File: config.mk
export PLATFORM = sky130hd
export DESIGN_NAME = lfsr_ctrl_flat
export DESIGN_NICKNAME = d
export VERILOG_FILES = /design/src/rtl/lfsr_ctrl_if.sv /design/src/rtl/lfsr_ctrl.sv /design/src/flat_wrapper.sv
export SDC_FILE = /design/constraint.sdc
export NUM_CORES = 1
export LEC_CHECK = 0
export BUFFER_PORTS_ARGS = -buffer_cell sky130_fd_sc_hd__buf_2
export CAP_MARGIN = 20
export CORE_ASPECT_RATIO = 1.1
export CORE_MARGIN = 3
export CORE_UTILIZATION = 42
export DETAILED_ROUTE_END_ITERATION = 16
export HOLD_SLACK_MARGIN = 0.06
export PLACE_DENSITY = 0.67
export SYNTH_ARGS = -nofsm -noshare
export SYNTH_HDL_FRONTEND = slang
export SYNTH_SLANG_ARGS = --single-unit
File: constraint.sdc
create_clock -name clk -period 2.8 [get_ports clk]
set_input_delay 0.56 -clock clk [delete_from_list [all_inputs] [get_ports clk]]
set_output_delay 0.56 -clock clk [all_outputs]
set_load 0.05 [all_outputs]
File: src/rtl/lfsr_ctrl_if.sv
// rtl/lfsr_ctrl_if.sv - requester-side request/grant/byte bundle for lfsr_ctrl
interface lfsr_ctrl_if;
  logic       req0;
  logic       req1;
  logic       gnt0;
  logic       gnt1;
  logic [7:0] rnd_byte;

  modport master (output req0, output req1, input gnt0, input gnt1, input rnd_byte);
  modport slave  (input req0, input req1, output gnt0, output gnt1, output rnd_byte);
endinterface

File: src/rtl/lfsr_ctrl.sv
// rtl/lfsr_ctrl.sv - seeds, warms up and round-robin shares the 32-bit LFSR
// between two byte requesters; sole driver of the LFSR load/step strobes.
module lfsr_ctrl #(
  parameter int WARM_W = 8,
  parameter int CNT_W  = 16
) (
  input  logic              clk,
  input  logic              rst,
  input  logic [31:0]       cfg_seed,
  input  logic [WARM_W-1:0] cfg_warmup,
  input  logic              cfg_start,
  lfsr_ctrl_if.slave        rq,
  output logic              ready,
  output logic              seed_err,
  output logic [CNT_W-1:0]  byte_cnt,
  input  logic [31:0]       lfsr_val,
  output logic [31:0]       lfsr_ldval,
  output logic              lfsr_ld,
  output logic              lfsr_step
);

  typedef enum logic [2:0] {
    S_IDLE,
    S_LOAD,
    S_WARMUP,
    S_READY,
    S_GRANT
  } state_t;

  state_t            state;
  state_t            state_nxt;
  logic [WARM_W-1:0] warm_cnt;
  logic              last;
  logic              pick0;
  logic              pick1;
  logic              start_ok;
  logic              start_zero;
  logic              gnt0_q;
  logic              gnt1_q;
  logic [7:0]        rnd_q;
  logic [7:0]        byte_f;
  logic              unused_msb;

  // Bit 31 never feeds the byte; the top source lane is padded with a constant 1.
  assign byte_f     = lfsr_val[7:0] ^ lfsr_val[15:8] ^ lfsr_val[23:16] ^ {1'b1, lfsr_val[30:24]};
  assign unused_msb = lfsr_val[31];

  // A zero seed would lock the LFSR, so it is refused wherever it arrives.
  assign start_zero = cfg_start && (cfg_seed == 32'd0);
  assign start_ok   = cfg_start && (cfg_seed != 32'd0) && (state != S_LOAD);

  always_comb begin
    state_nxt = state;
    pick0     = 1'b0;
    pick1     = 1'b0;
    case (state)
      S_LOAD:   state_nxt = (warm_cnt != '0) ? S_WARMUP : S_READY;
      S_WARMUP: if (warm_cnt == WARM_W'(1)) state_nxt = S_READY;
      S_READY: begin
        if (rq.req0 && (!rq.req1 || last)) pick0 = 1'b1;
        else if (rq.req1)                  pick1 = 1'b1;
        if (pick0 || pick1) state_nxt = S_GRANT;
      end
      S_GRANT:  state_nxt = S_READY;
      default:  state_nxt = state;
    endcase
    if (start_zero) begin
      state_nxt = S_IDLE;
      pick0     = 1'b0;
      pick1     = 1'b0;
    end else if (start_ok) begin
      state_nxt = S_LOAD;
      pick0     = 1'b0;
      pick1     = 1'b0;
    end
  end

  always_ff @(posedge clk or posedge rst) begin
    if (rst) state <= S_IDLE;
    else     state <= state_nxt;
  end

  always_ff @(posedge clk or posedge rst) begin
    if (rst) begin
      gnt0_q     <= 1'b0;
      gnt1_q     <= 1'b0;
      rnd_q      <= 8'd0;
      last       <= 1'b1;
      lfsr_ldval <= 32'd0;
      warm_cnt   <= '0;
      seed_err   <= 1'b0;
      byte_cnt   <= '0;
    end else begin
      gnt0_q <= pick0;
      gnt1_q <= pick1;
      if (pick0 || pick1) begin
        last  <= pick1;
        rnd_q <= byte_f;
      end
      if (start_ok) begin
        lfsr_ldval <= cfg_seed;
        warm_cnt   <= cfg_warmup;
      end else if (state == S_WARMUP) begin
        warm_cnt <= warm_cnt - WARM_W'(1);
      end
      if (start_zero)    seed_err <= 1'b1;
      else if (start_ok) seed_err <= 1'b0;
      if (state == S_LOAD)       byte_cnt <= '0;
      else if (state == S_GRANT) byte_cnt <= byte_cnt + CNT_W'(1);
    end
  end

  assign rq.gnt0     = gnt0_q;
  assign rq.gnt1     = gnt1_q;
  assign rq.rnd_byte = rnd_q;
  assign lfsr_ld     = (state == S_LOAD);
  assign lfsr_step   = (state == S_WARMUP) || (state == S_GRANT);
  assign ready       = (state == S_READY);

endmodule

File: src/flat_wrapper.sv
// flat-port wrapper written by rule: the top's interface ports become plain ports
module lfsr_ctrl_flat 
#(
  parameter int WARM_W = 8,
  parameter int CNT_W  = 16
)
  (clk, rst, cfg_seed, cfg_warmup, cfg_start, ready, seed_err, byte_cnt, lfsr_val, lfsr_ldval, lfsr_ld, lfsr_step, rq_req0, rq_req1, rq_gnt0, rq_gnt1, rq_rnd_byte);
  lfsr_ctrl_if rq_i ();
  input  logic clk;
  input  logic rst;
  input  logic [31:0] cfg_seed;
  input  logic [WARM_W-1:0] cfg_warmup;
  input  logic cfg_start;
  output logic ready;
  output logic seed_err;
  output logic [CNT_W-1:0] byte_cnt;
  input  logic [31:0] lfsr_val;
  output logic [31:0] lfsr_ldval;
  output logic lfsr_ld;
  output logic lfsr_step;
  input wire logic [$bits(rq_i.req0)-1:0] rq_req0;
  input wire logic [$bits(rq_i.req1)-1:0] rq_req1;
  output wire logic [$bits(rq_i.gnt0)-1:0] rq_gnt0;
  output wire logic [$bits(rq_i.gnt1)-1:0] rq_gnt1;
  output wire logic [$bits(rq_i.rnd_byte)-1:0] rq_rnd_byte;
  assign rq_i.req0 = rq_req0;
  assign rq_i.req1 = rq_req1;
  assign rq_gnt0 = rq_i.gnt0;
  assign rq_gnt1 = rq_i.gnt1;
  assign rq_rnd_byte = rq_i.rnd_byte;
  lfsr_ctrl #(.WARM_W(WARM_W), .CNT_W(CNT_W)) u_core (.clk(clk), .rst(rst), .cfg_seed(cfg_seed), .cfg_warmup(cfg_warmup), .cfg_start(cfg_start), .rq(rq_i), .ready(ready), .seed_err(seed_err), .byte_cnt(byte_cnt), .lfsr_val(lfsr_val), .lfsr_ldval(lfsr_ldval), .lfsr_ld(lfsr_ld), .lfsr_step(lfsr_step));
endmodule
==> flow_metrics.env <==
export IMPL_synthesis_nets=387
export IMPL_dieWidth_um=95.1
export IMPL_post_route_period_util_pct=86.8
export IMPL_leakagePower_nw=2.28
export IMPL_fin_worst_skew_ns=0.00579
export IMPL_nets=527
export IMPL_netlist_area_mm2=0.00367
export IMPL_synth_area_leaders="dfrtp_1 48%, mux2_4 16%, xnor2_1 7.6%"
export IMPL_final_hold_viol_count=0
export IMPL_clock_path_buffers=2
export IMPL_finalMaxSlewViolations=0
export IMPL_synth_ff_type="dfrtp_1"
export IMPL_place_hpwl_mm=5.97
export IMPL_power_total_mw=5.27
export IMPL_place_gp_congestion=0.822
export IMPL_cts_clk_slew_worst_paths_ns=0.08
export IMPL_arrival_ns=1.87
export IMPL_vdd_ir_drop_max_mv=0.554
export IMPL_setup_tns_final_ns=0
export IMPL_n_antenna_cell=0
export IMPL_grt_pass1_wl_mm=13.1
export IMPL_critical_path_required_ns=2.24
export IMPL_grt_antenna_before_repair=0
export IMPL_drt_initial_drc_count=63
export IMPL_crit_type="register to primary output"
export IMPL_rsz0062_at_grt="false"
export IMPL_drv_cap=0
export IMPL_cts_buffers=9
export IMPL_fmax_ghz=0.411
export IMPL_ys_ff_latch=71
export IMPL_worstSkewPairLatency_ns=0.34
export IMPL_start_util_pct=43.4
export IMPL_core_mm2=0.00845
export IMPL_synth_top_area_cell="dfrtp_1"
export IMPL_finalSetupViolCount=0
export IMPL_outcome="finished, final reports clean"
export IMPL_cts_setup_buffers=0
export IMPL_cp_end_kind="primary output"
export IMPL_gr_total_overflow=0
export IMPL_fillerInstances=771
export IMPL_clock_sinks=71
export IMPL_wl_mm=7.87
export IMPL_vias=2775
export IMPL_die_area_mm2=0.00990
export IMPL_ctsHoldBuffers=0
export IMPL_post_route_util_pct=54.4
export IMPL_worst_slack_ns=0.369
export IMPL_crit_start="u_core.state[0]$_DFFE_PP0P_"
export IMPL_syn_inst=306
export IMPL_vias_per_cell=4.94
export IMPL_wl_per_cell_um=14.0
export IMPL_row_count=35
export IMPL_synth_top_area_share_pct=47.7
export IMPL_async_reset_ff_share_pct=100
export IMPL_synth_edf_count=0
export IMPL_port_buffers=137
export IMPL_max_slew_margin_rel_pct=60.0
export IMPL_area_growth_synth_to_final_pct=25.4
export IMPL_crit_fanout=13
export IMPL_drive_gt1_share_pct=45.5
export IMPL_grt_max_degree=49
export IMPL_start_kind="register"
export IMPL_rr_startpoint="u_core.state[0]$_DFFE_PP0P_"
export IMPL_ioPinCount=139
export IMPL_cts_max_level=3
export IMPL_first_pass_iters=4
export IMPL_cts_tree="built"
export IMPL_yosys_cell_types_count=44
export IMPL_tightest_slew_ns=0.595
export IMPL_hold_slack_ns=0.261
export IMPL_cts_root_buf="clkbuf_8"
export IMPL_post_cts_resized=0
export IMPL_ant_nets=0
export IMPL_grt_pass1_vias=2779
export IMPL_ys_seq_area_share_pct=48.4
export IMPL_hp_class="input pin to asynchronous set/reset pin"
export IMPL_p_per_area_mw_per_mm2=1140
export IMPL_die_y_um=104
export IMPL_drc_errors=0
export IMPL_min_period_ns=2.43
export IMPL_gr_usage_all_layers_pct=16.4
export IMPL_post_place_ws_ns=0.490
export IMPL_yosysWarnings=0
export IMPL_synth_avg_cell_area_um2=12.0
==> registers in the layout, summed over array words and instances (netlist names) <==
| register | count |
|---|---|
| u_core.seed_err | 1 |
| u_core.rq.gnt0 | 1 |
| u_core.last | 1 |
| u_core.state | 3 |
| u_core.lfsr_ldval | 32 |
| u_core.rq.gnt1 | 1 |
| u_core.byte_cnt | 16 |
| u_core.warm_cnt | 8 |
| u_core.rq.rnd_byte | 8 |
==> report_power, final <==
group / switching (mW) / internal [mW]
combinational: 1.84 / 0.993
clock: 0.397 / 0.321
sequential: 0.294 / 1.42
total: 2.54 / 2.73
==> cell type report <==
class | instances | area, um^2 | area share (%)
timing repair buffer | 141 | 741 | 16.1
multi-input combinational | 216 | 1740 | 37.9
clock buffer | 9 | 124 | 2.69
sequential | 71 | 1780 | 38.6
clock inverter | 7 | 50.0 | 1.09
inverter | 7 | 26.3 | 0.571
tap | 111 | 139 | 3.02
==> metal layers <==
| metal | vias to the layer above | track usage (%) | share of wire, % |
|---|---|---|---|
| li1 | 1376 | - | - |
| met1 | 1292 | 21.0 | 43 |
| met2 | 94 | 26.8 | 49 |
| met3 | 13 | 2.82 | 5.8 |
| met4 | 0 | 7.22 | 2.2 |
| met5 | - | 0 | 0 |
==> Yosys cell counts, types with 2 or more instances <==
cell type / count
or3b_1: 2
o31ai_1: 2
buf_12: 4
inv_1: 6
o21ai_1: 2
and3_1: 2
nand4_1: 8
xnor2_1: 32
a22o_1: 4
nor3b_2: 2
ha_1: 4
nor3_1: 3
a31oi_1: 3
buf_2: 6
mux2_4: 40
mux2i_1: 5
o21ai_0: 13
dfrtp_1: 70
nand2_1: 18
nor2_1: 21
a21oi_1: 16
nor4_1: 12
nand3_1: 10
==> cell usage in the layout (no fill, tap or decap), types with 2 or more instances in the layout <==
| cell | n |
|---|---|
| nor3b_2 | 2 |
| mux2_4 | 40 |
| nor4_1 | 12 |
| xnor2_1 | 32 |
| clkinvlp_4 | 3 |
| o21ai_0 | 13 |
| and3_1 | 2 |
| clkinv_2 | 2 |
| mux2i_1 | 5 |
| a31oi_1 | 3 |
| buf_12 | 2 |
| inv_2 | 2 |
| clkinv_4 | 2 |
| o31ai_1 | 2 |
| a22o_1 | 4 |
| nand4_1 | 8 |
| a21oi_1 | 16 |
| dfrtp_1 | 70 |
| ha_1 | 4 |
| nand2_1 | 18 |
| clkbuf_8 | 9 |
| inv_1 | 5 |
| nand3_1 | 10 |
| or3b_1 | 2 |
| buf_2 | 137 |
| nor2_1 | 21 |
| o21ai_1 | 2 |
| nor3_1 | 3 |
| buf_4 | 2 |
==> critical path: stages (launching register included) <==
cell	delay, ns
dfrtp_1	0.58
or3b_1	0.55
inv_1	0.14
buf_2	0.27
==> cell families (layout without fill, tap and decap cells) <==
logic type	count (synthesis)	in the layout	synth area share (%)
AO/OA/AOI/OAI	48	48	8.22
multiplexers	45	45	17.7
flip-flops	71	71	48.4
XOR/XNOR	32	32	7.64
adder cells (fa/ha/maj)	5	5	1.64
AND/OR/NAND/NOR	86	86	12.3
buffers and inverters	19	164	4.02
==> stage by stage <==
step / cell area, um^2 / std cells
floorplan: 3670 / 306
global placement: 4430 / 546
detailed placement: 4430 / 546
CTS: 4600 / 562
global route: 4600 / 562
finish: 4600 / 562
==> path summary, 6_finish.rpt <==
path | end | slack (ns) | cells past startpoint
worst max-delay path | lfsr_ld | 0.37 | 3
worst min-delay path | u_core.byte_cnt[7]$_DFFE_PP0P_ | 0.26 | 2
worst max register to register | u_core.lfsr_ldval[9]$_DFFE_PP0P_ | 0.70 | 5
worst min register to register | u_core.byte_cnt[15]$_DFFE_PP0P_ | 0.49 | 1
max in group asynchronous | u_core.last$_DFFE_PP1P_ | 1.85 | 3
min in group clk | u_core.rq.gnt0$_DFF_PP0_ | 0.44 | 2
No activity file was read; power rests on OpenSTA's default activity.
